File: config.mk
export PLATFORM = sky130hd
export DESIGN_NAME = int_muldiv_unit_flat
export DESIGN_NICKNAME = d
export VERILOG_FILES = /design/src/rtl/ex_pkg.sv /design/src/rtl/int_muldiv_unit_if.sv /design/src/rtl/muldiv_datapath.sv /design/src/rtl/int_muldiv_unit.sv /design/src/flat_wrapper.sv
export SDC_FILE = /design/constraint.sdc
export NUM_CORES = 1
export LEC_CHECK = 0
export ABC_AREA = 1
export ABC_CLOCK_PERIOD_IN_PS = 4100
export CORE_MARGIN = 1.5
export CORE_UTILIZATION = 45
export DETAILED_ROUTE_END_ITERATION = 8
export GPL_TIMING_DRIVEN = 1
export PLACE_DENSITY = 0.71
export SLEW_MARGIN = 25
export SYNTH_ARGS = -nofsm -noshare
export SYNTH_HDL_FRONTEND = slang
export SYNTH_SLANG_ARGS = --single-unit
File: constraint.sdc
create_clock -name clk -period 4.1 [get_ports clk]
set_input_delay 0.82 -clock clk [delete_from_list [all_inputs] [get_ports clk]]
set_output_delay 0.82 -clock clk [all_outputs]
set_load 0.02 [all_outputs]
File: src/rtl/ex_pkg.sv
// Shared EX-stage definitions: the extended ALU op codes handled by the
// multi-cycle MUL/DIV/MOD unit and its controller state encoding.
package ex_pkg;

    localparam logic [3:0] OP_MUL = 4'b0011;
    localparam logic [3:0] OP_DIV = 4'b0100;
    localparam logic [3:0] OP_MOD = 4'b0101;

    typedef enum logic [1:0] {
        IDLE = 2'd0,
        RUN  = 2'd1,
        FIX  = 2'd2
    } state_t;

    function automatic logic is_muldiv_op(input logic [3:0] op);
        return (op == OP_MUL) || (op == OP_DIV) || (op == OP_MOD);
    endfunction

endpackage

File: src/rtl/int_muldiv_unit_if.sv
// EX-stage request/response bundle between the pipeline (master) and the
// multi-cycle MUL/DIV/MOD unit (slave).
interface int_muldiv_unit_if #(
    parameter int XLEN = 32
);
    logic            sel;
    logic [3:0]      op;
    logic [XLEN-1:0] A;
    logic [XLEN-1:0] B;
    logic            flush;
    logic [XLEN-1:0] Z;
    logic            stall;
    logic            done;

    modport master (output sel, op, A, B, flush, input Z, stall, done);
    modport slave  (input sel, op, A, B, flush, output Z, stall, done);
endinterface

File: src/rtl/muldiv_datapath.sv
// Radix-2 magnitude datapath: MSB-first shift-add multiply and restoring
// divide over |A|,|B|, with the sign fixup applied on the fix strobe.
module muldiv_datapath
    import ex_pkg::*;
#(
    parameter int XLEN = 32
) (
    input  logic            clk,
    input  logic            rst_n,
    input  logic            load,
    input  logic            step,
    input  logic            fix,
    input  logic [3:0]      op,
    input  logic [XLEN-1:0] a,
    input  logic [XLEN-1:0] b,
    output logic [XLEN-1:0] result
);
    logic [XLEN-1:0] acc_reg;
    logic [XLEN-1:0] q_reg;
    logic [XLEN-1:0] m_reg;
    logic            is_mul_reg;
    logic            is_div_reg;
    logic            neg_reg;
    logic            div_zero_reg;

    logic            sign_a;
    logic            sign_b;
    logic [XLEN-1:0] mag_a;
    logic [XLEN-1:0] mag_b;
    logic [XLEN:0]   trial;
    logic [XLEN-1:0] shifted_lo;
    logic [XLEN-1:0] mul_sum;
    logic [XLEN-1:0] raw;
    logic [XLEN-1:0] fixed;

    assign sign_a = a[XLEN-1];
    assign sign_b = b[XLEN-1];
    // Negating MIN yields 2**(XLEN-1), which is exactly its unsigned magnitude.
    assign mag_a  = sign_a ? -a : a;
    assign mag_b  = sign_b ? -b : b;

    // q_reg feeds bits MSB-first: multiplier bits for MUL, dividend bits for DIV/MOD.
    assign trial      = {acc_reg, q_reg[XLEN-1]} - {1'b0, m_reg};
    assign shifted_lo = {acc_reg[XLEN-2:0], q_reg[XLEN-1]};
    assign mul_sum    = {acc_reg[XLEN-2:0], 1'b0} + (q_reg[XLEN-1] ? m_reg : '0);

    assign raw   = is_div_reg ? q_reg : acc_reg;
    assign fixed = neg_reg ? -raw : raw;

    always_comb begin
        result = '0;
        if (fix) begin
            result = (is_div_reg && div_zero_reg) ? '1 : fixed;
        end
    end

    always_ff @(posedge clk or negedge rst_n) begin
        if (!rst_n) begin
            acc_reg      <= '0;
            q_reg        <= '0;
            m_reg        <= '0;
            is_mul_reg   <= 1'b0;
            is_div_reg   <= 1'b0;
            neg_reg      <= 1'b0;
            div_zero_reg <= 1'b0;
        end else if (load) begin
            is_mul_reg   <= (op == OP_MUL);
            is_div_reg   <= (op == OP_DIV);
            div_zero_reg <= (b == '0);
            neg_reg      <= (op == OP_MOD) ? sign_a : (sign_a ^ sign_b);
            acc_reg      <= '0;
            q_reg        <= (op == OP_MUL) ? mag_b : mag_a;
            m_reg        <= (op == OP_MUL) ? mag_a : mag_b;
        end else if (step) begin
            if (is_mul_reg) begin
                acc_reg <= mul_sum;
                q_reg   <= {q_reg[XLEN-2:0], 1'b0};
            end else if (!trial[XLEN]) begin
                acc_reg <= trial[XLEN-1:0];
                q_reg   <= {q_reg[XLEN-2:0], 1'b1};
            end else begin
                acc_reg <= shifted_lo;
                q_reg   <= {q_reg[XLEN-2:0], 1'b0};
            end
        end
    end

endmodule

File: src/rtl/int_muldiv_unit.sv
// Multi-cycle signed MUL/DIV/MOD responder for EX: accepts one request,
// freezes the pipeline via stall, and pulses done with the result in Z.
module int_muldiv_unit
    import ex_pkg::*;
#(
    parameter int XLEN  = 32,
    parameter int CNT_W = 6
) (
    input  logic             clk,
    input  logic             rst_n,
    int_muldiv_unit_if.slave bus
);
    state_t           state_reg;
    state_t           state_next;
    logic [CNT_W-1:0] cnt_reg;
    logic [CNT_W-1:0] cnt_next;
    logic [XLEN-1:0]  z_reg;
    logic [XLEN-1:0]  z_next;
    logic             done_reg;
    logic             done_next;

    logic             req;
    logic             accept;
    logic             load;
    logic             step;
    logic             fix;
    logic [XLEN-1:0]  dp_result;

    assign req = bus.sel && is_muldiv_op(bus.op);
    // The done cycle belongs to the completing instruction, so no accept then.
    assign accept = req && (state_reg == IDLE) && !done_reg && !bus.flush;

    assign bus.stall = accept || (state_reg != IDLE);
    assign bus.done  = done_reg;
    assign bus.Z     = z_reg;

    muldiv_datapath #(
        .XLEN(XLEN)
    ) u_datapath (
        .clk   (clk),
        .rst_n (rst_n),
        .load  (load),
        .step  (step),
        .fix   (fix),
        .op    (bus.op),
        .a     (bus.A),
        .b     (bus.B),
        .result(dp_result)
    );

    always_comb begin
        state_next = state_reg;
        cnt_next   = cnt_reg;
        z_next     = z_reg;
        done_next  = 1'b0;
        load       = 1'b0;
        step       = 1'b0;
        fix        = 1'b0;
        case (state_reg)
            IDLE: begin
                if (accept) begin
                    state_next = RUN;
                    cnt_next   = CNT_W'(XLEN - 1);
                    load       = 1'b1;
                end
            end
            RUN: begin
                step = 1'b1;
                if (bus.flush) begin
                    state_next = IDLE;
                end else if (cnt_reg == '0) begin
                    state_next = FIX;
                end else begin
                    cnt_next = cnt_reg - CNT_W'(1);
                end
            end
            FIX: begin
                fix        = 1'b1;
                state_next = IDLE;
                if (!bus.flush) begin
                    done_next = 1'b1;
                    z_next    = dp_result;
                end
            end
            default: state_next = IDLE;
        endcase
    end

    always_ff @(posedge clk or negedge rst_n) begin
        if (!rst_n) begin
            state_reg <= IDLE;
            cnt_reg   <= '0;
            z_reg     <= '0;
            done_reg  <= 1'b0;
        end else begin
            state_reg <= state_next;
            cnt_reg   <= cnt_next;
            z_reg     <= z_next;
            done_reg  <= done_next;
        end
    end

endmodule
File: src/flat_wrapper.sv
// flat-port wrapper written by rule: the top's interface ports become plain ports
module int_muldiv_unit_flat import ex_pkg::*;
#(
    parameter int XLEN  = 32,
    parameter int CNT_W = 6
)
  (clk, rst_n, bus_sel, bus_op, bus_A, bus_B, bus_flush, bus_Z, bus_stall, bus_done);
  int_muldiv_unit_if #(.XLEN(XLEN)) bus_i ();
  input  logic clk;
  input  logic rst_n;
  input wire logic [$bits(bus_i.sel)-1:0] bus_sel;
  input wire logic [$bits(bus_i.op)-1:0] bus_op;
  input wire logic [$bits(bus_i.A)-1:0] bus_A;
  input wire logic [$bits(bus_i.B)-1:0] bus_B;
  input wire logic [$bits(bus_i.flush)-1:0] bus_flush;
  output wire logic [$bits(bus_i.Z)-1:0] bus_Z;
  output wire logic [$bits(bus_i.stall)-1:0] bus_stall;
  output wire logic [$bits(bus_i.done)-1:0] bus_done;
  assign bus_i.sel = bus_sel;
  assign bus_i.op = bus_op;
  assign bus_i.A = bus_A;
  assign bus_i.B = bus_B;
  assign bus_i.flush = bus_flush;
  assign bus_Z = bus_i.Z;
  assign bus_stall = bus_i.stall;
  assign bus_done = bus_i.done;
  int_muldiv_unit #(.XLEN(XLEN), .CNT_W(CNT_W)) u_core (.clk(clk), .rst_n(rst_n), .bus(bus_i));
endmodule
==> out/results.ini <==
[clock_tree]
cts_setup_buffers=0
cts_htree_levels=4
cts_root_buffer=clkbuf_16
cts_max_path_buffers=2
cts_sinks=141
cts_buffers=17
clk_pin_slew_ns=0.07
cts_tree=yes
postCtsHoldBufs=0
insertion_delay_ns=0.45
cts_resized=0

[setup_path]
start_kind=input pin
rr_worst_depth=19
r2r_start=u_core.u_datapath.q_reg[31]
critPathKind=input pin to output pin
crit_path_end=bus_stall
critPathLaunch=bus_flush
crit_required_ns=3.28
crit_fanout=3
r2r-end=u_core.u_datapath.acc_reg[17]
ff2ff_setup_slack_ns=1.05
cp_data_arrival_time_ns=2.46
cp-end-kind=output pin

[floorplanning]
die_w_um=185
initial_utilization_pct=45.7
die-area_um2=34300
ioPinCount=106
design.core.area_um2=32600
rows=66
die_h_um=185

[timing]
timing.hold.ws_ns=0.443
finalSetupTns_ns=0
setup_viol=0
finalHoldViolations=0
period_needed_ns=3.28
drv_slew=0
post-route-period-util_pct=80.0
layout_setup_ws_ns=0.820
skew_ns=0.0116
worst_pin_slew_ns=0.809
rsz0062_at_grt=false
max_freq_ghz=0.305
slew_headroom_pct=46.1

[synthesis]
ys.flop_type=dfrtp_1
yosys.area_share.simple_pct=40.8
synthArstFlopShare_pct=100
netlist_area_um2=14900
synth_compound_area_share_pct=13.4
syn_avg_cell_area_um2=5.94
synth.mux.area_fraction_pct=0.0923
synth-seq-cells=141
synth_warnings=0
synth_edf_count=0
synthesis.instances=2510
yosysUniqueCellTypes=60
synth_top_family_by_area=simple AND/OR/NAND/NOR gates
synth_fp_nets=2652
synth_xor_area_share_pct=3.52
synth_fa_ha_area_share_pct=5.97
seq_area_frac_synth_pct=23.6

[placed_design]
place_ws_ns=0.713
post-dp-hpwl_mm=43.6
io_buffers=105
gp_congestion=1.00

[detailed_routing]
detail-route-antenna-nets=0
wl_mm=53.9
dr_wl_met3_mm=3.81
avgRoutedWirePerCell_um=17.8
drt_iter0_markers=1644
firstDrtPassIters=8
post_drt_via_cell_ratio=5.42
drc=0
m1WireLength_mm=24.5
wl_met2_mm=23.8
num_vias=16400
highest_layer=met4

[layout]
area_delta_synth_final_pct=13.3
diodes=0
num-fill-cells=3429
drive_gt1_share_pct=5.36
nNetsFinal=2724

[power_and_ir_drop]
irDropWorstVdd_v=0.000337
p_per_area_nw_per_um2=744
leakage_uw=0.00895

[status]
status=finished clean

[global_route]
overflow=0
antenna_found_initial=0
first_global_vias=15300
grt_start_max_net_pins=82
grt_util_all_layers_pct=32.3
grt_pass1_wl_mm=84.4

[worst_hold_path]
hp-class=input pin to asynchronous set/reset pin

[job]
maxCapViolCount=0

[metal layers]
metal	up-vias	track usage, %
li1	8155	-
met1	7548	45.1
met2	663	50.6
met3	82	4.19
met4	0	12.1
met5	-	0
[critical path: stages]
cell	delay, ns
clkdlybuf4s50_1	0.42
inv_1	0.11
nand4_1	0.21
nor2_2	0.18
nor2_2	0.06
nand2_1	0.06
clkdlybuf4s50_1	0.60
[Yosys cell counts (3+ instances only)]
cell | instances | area [um^2]
a21o_1 | 3 | 22.5
a21oi_1 | 89 | 445
a22oi_1 | 10 | 75.1
a31oi_1 | 12 | 75.1
a41oi_1 | 3 | 26.3
and3_1 | 4 | 25.0
buf_1 | 14 | 52.6
buf_2 | 10 | 50.1
buf_6 | 10 | 113
clkbuf_1 | 34 | 128
clkinv_1 | 4 | 15.0
dfrtp_1 | 141 | 3530
ha_1 | 68 | 851
inv_1 | 388 | 1460
inv_2 | 6 | 22.5
inv_4 | 3 | 18.8
nand2_1 | 845 | 3170
nand2_2 | 10 | 62.6
nand3_1 | 210 | 1050
nand3_2 | 5 | 50.1
nand3b_1 | 12 | 90.1
nand4_1 | 30 | 188
nor2_1 | 224 | 841
nor2_2 | 4 | 25.0
nor2_4 | 8 | 90.1
nor3_1 | 31 | 155
nor3b_1 | 3 | 22.5
nor4_1 | 5 | 31.3
o211ai_1 | 12 | 90.1
o21a_1 | 7 | 52.6
o21ai_0 | 113 | 566
o21ai_1 | 28 | 140
o21ai_2 | 13 | 114
o21ai_4 | 3 | 48.8
o21bai_1 | 8 | 60.1
o22ai_1 | 24 | 150
o31ai_1 | 3 | 22.5
or2_1 | 4 | 25.0
or2_2 | 20 | 125
xnor2_1 | 18 | 158
xor2_1 | 42 | 368
[where the power goes]
| group | leakage, uW | internal (uW) | switching [uW] | total (uW) |
|---|---|---|---|---|
| registers | 0.00171 | 1920 | 666 | 2580 |
| clock network | 0.000280 | 874 | 713 | 1590 |
| logic | 0.00696 | 2870 | 5520 | 8400 |
[worst min path at each step]
stage,slack (ns),endpoint
after detailed placement,0.48,u_core.bus.Z[30]
after floorplan,0.45,u_core.u_datapath.div_zero_reg
after global placement,0.47,u_core.u_datapath.div_zero_reg
final,0.44,u_core.bus.Z[24]
after global routing,0.50,u_core.bus.Z[24]
after CTS,0.46,u_core.bus.Z[24]
[area by class of cell]
cell class / instances / area [um^2] / area share (%)
clock buffer: 18 / 439 / 2.60
clock inverter: 14 / 148 / 0.874
inverter: 401 / 1510 / 8.95
multi-input combinational: 1897 / 9510 / 56.3
sequential: 141 / 3530 / 20.9
tap: 442 / 553 / 3.27
timing repair buffer: 124 / 1210 / 7.14
[kinds of logic after synthesis]
logic type,Yosys count
flops,141
fa+ha+maj,70
buf+inv,472
xor+xnor,60
simple gates,1426
compound gates,340
mux,1
[placed cells by master, fill, tap and decap left out, types with 20 or more instances in the layout]
master	instances
xor2_1	42
o21ai_1	28
o21ai_0	113
or2_2	20
nand4_1	30
nor3_1	31
nor2_1	222
nand2_1	845
ha_1	68
a21oi_1	89
clkdlybuf4s50_1	104
o22ai_1	24
dfrtp_1	140
nand3_1	210
inv_1	388
[stage by stage]
step / instances / power [uW] / instance area [um^2] / util [%]
after global routing: 3037 / 13600 / 16900 / 51.8
after CTS: 3037 / 12400 / 16900 / 51.8
final: 3037 / 12600 / 16900 / 51.8
after global placement: 3005 / 10700 / 16300 / 50.0
after detailed placement: 3005 / 10800 / 16300 / 50.0
after floorplan: 2510 / 8380 / 14900 / -
Power figures use the tool's default switching activity.
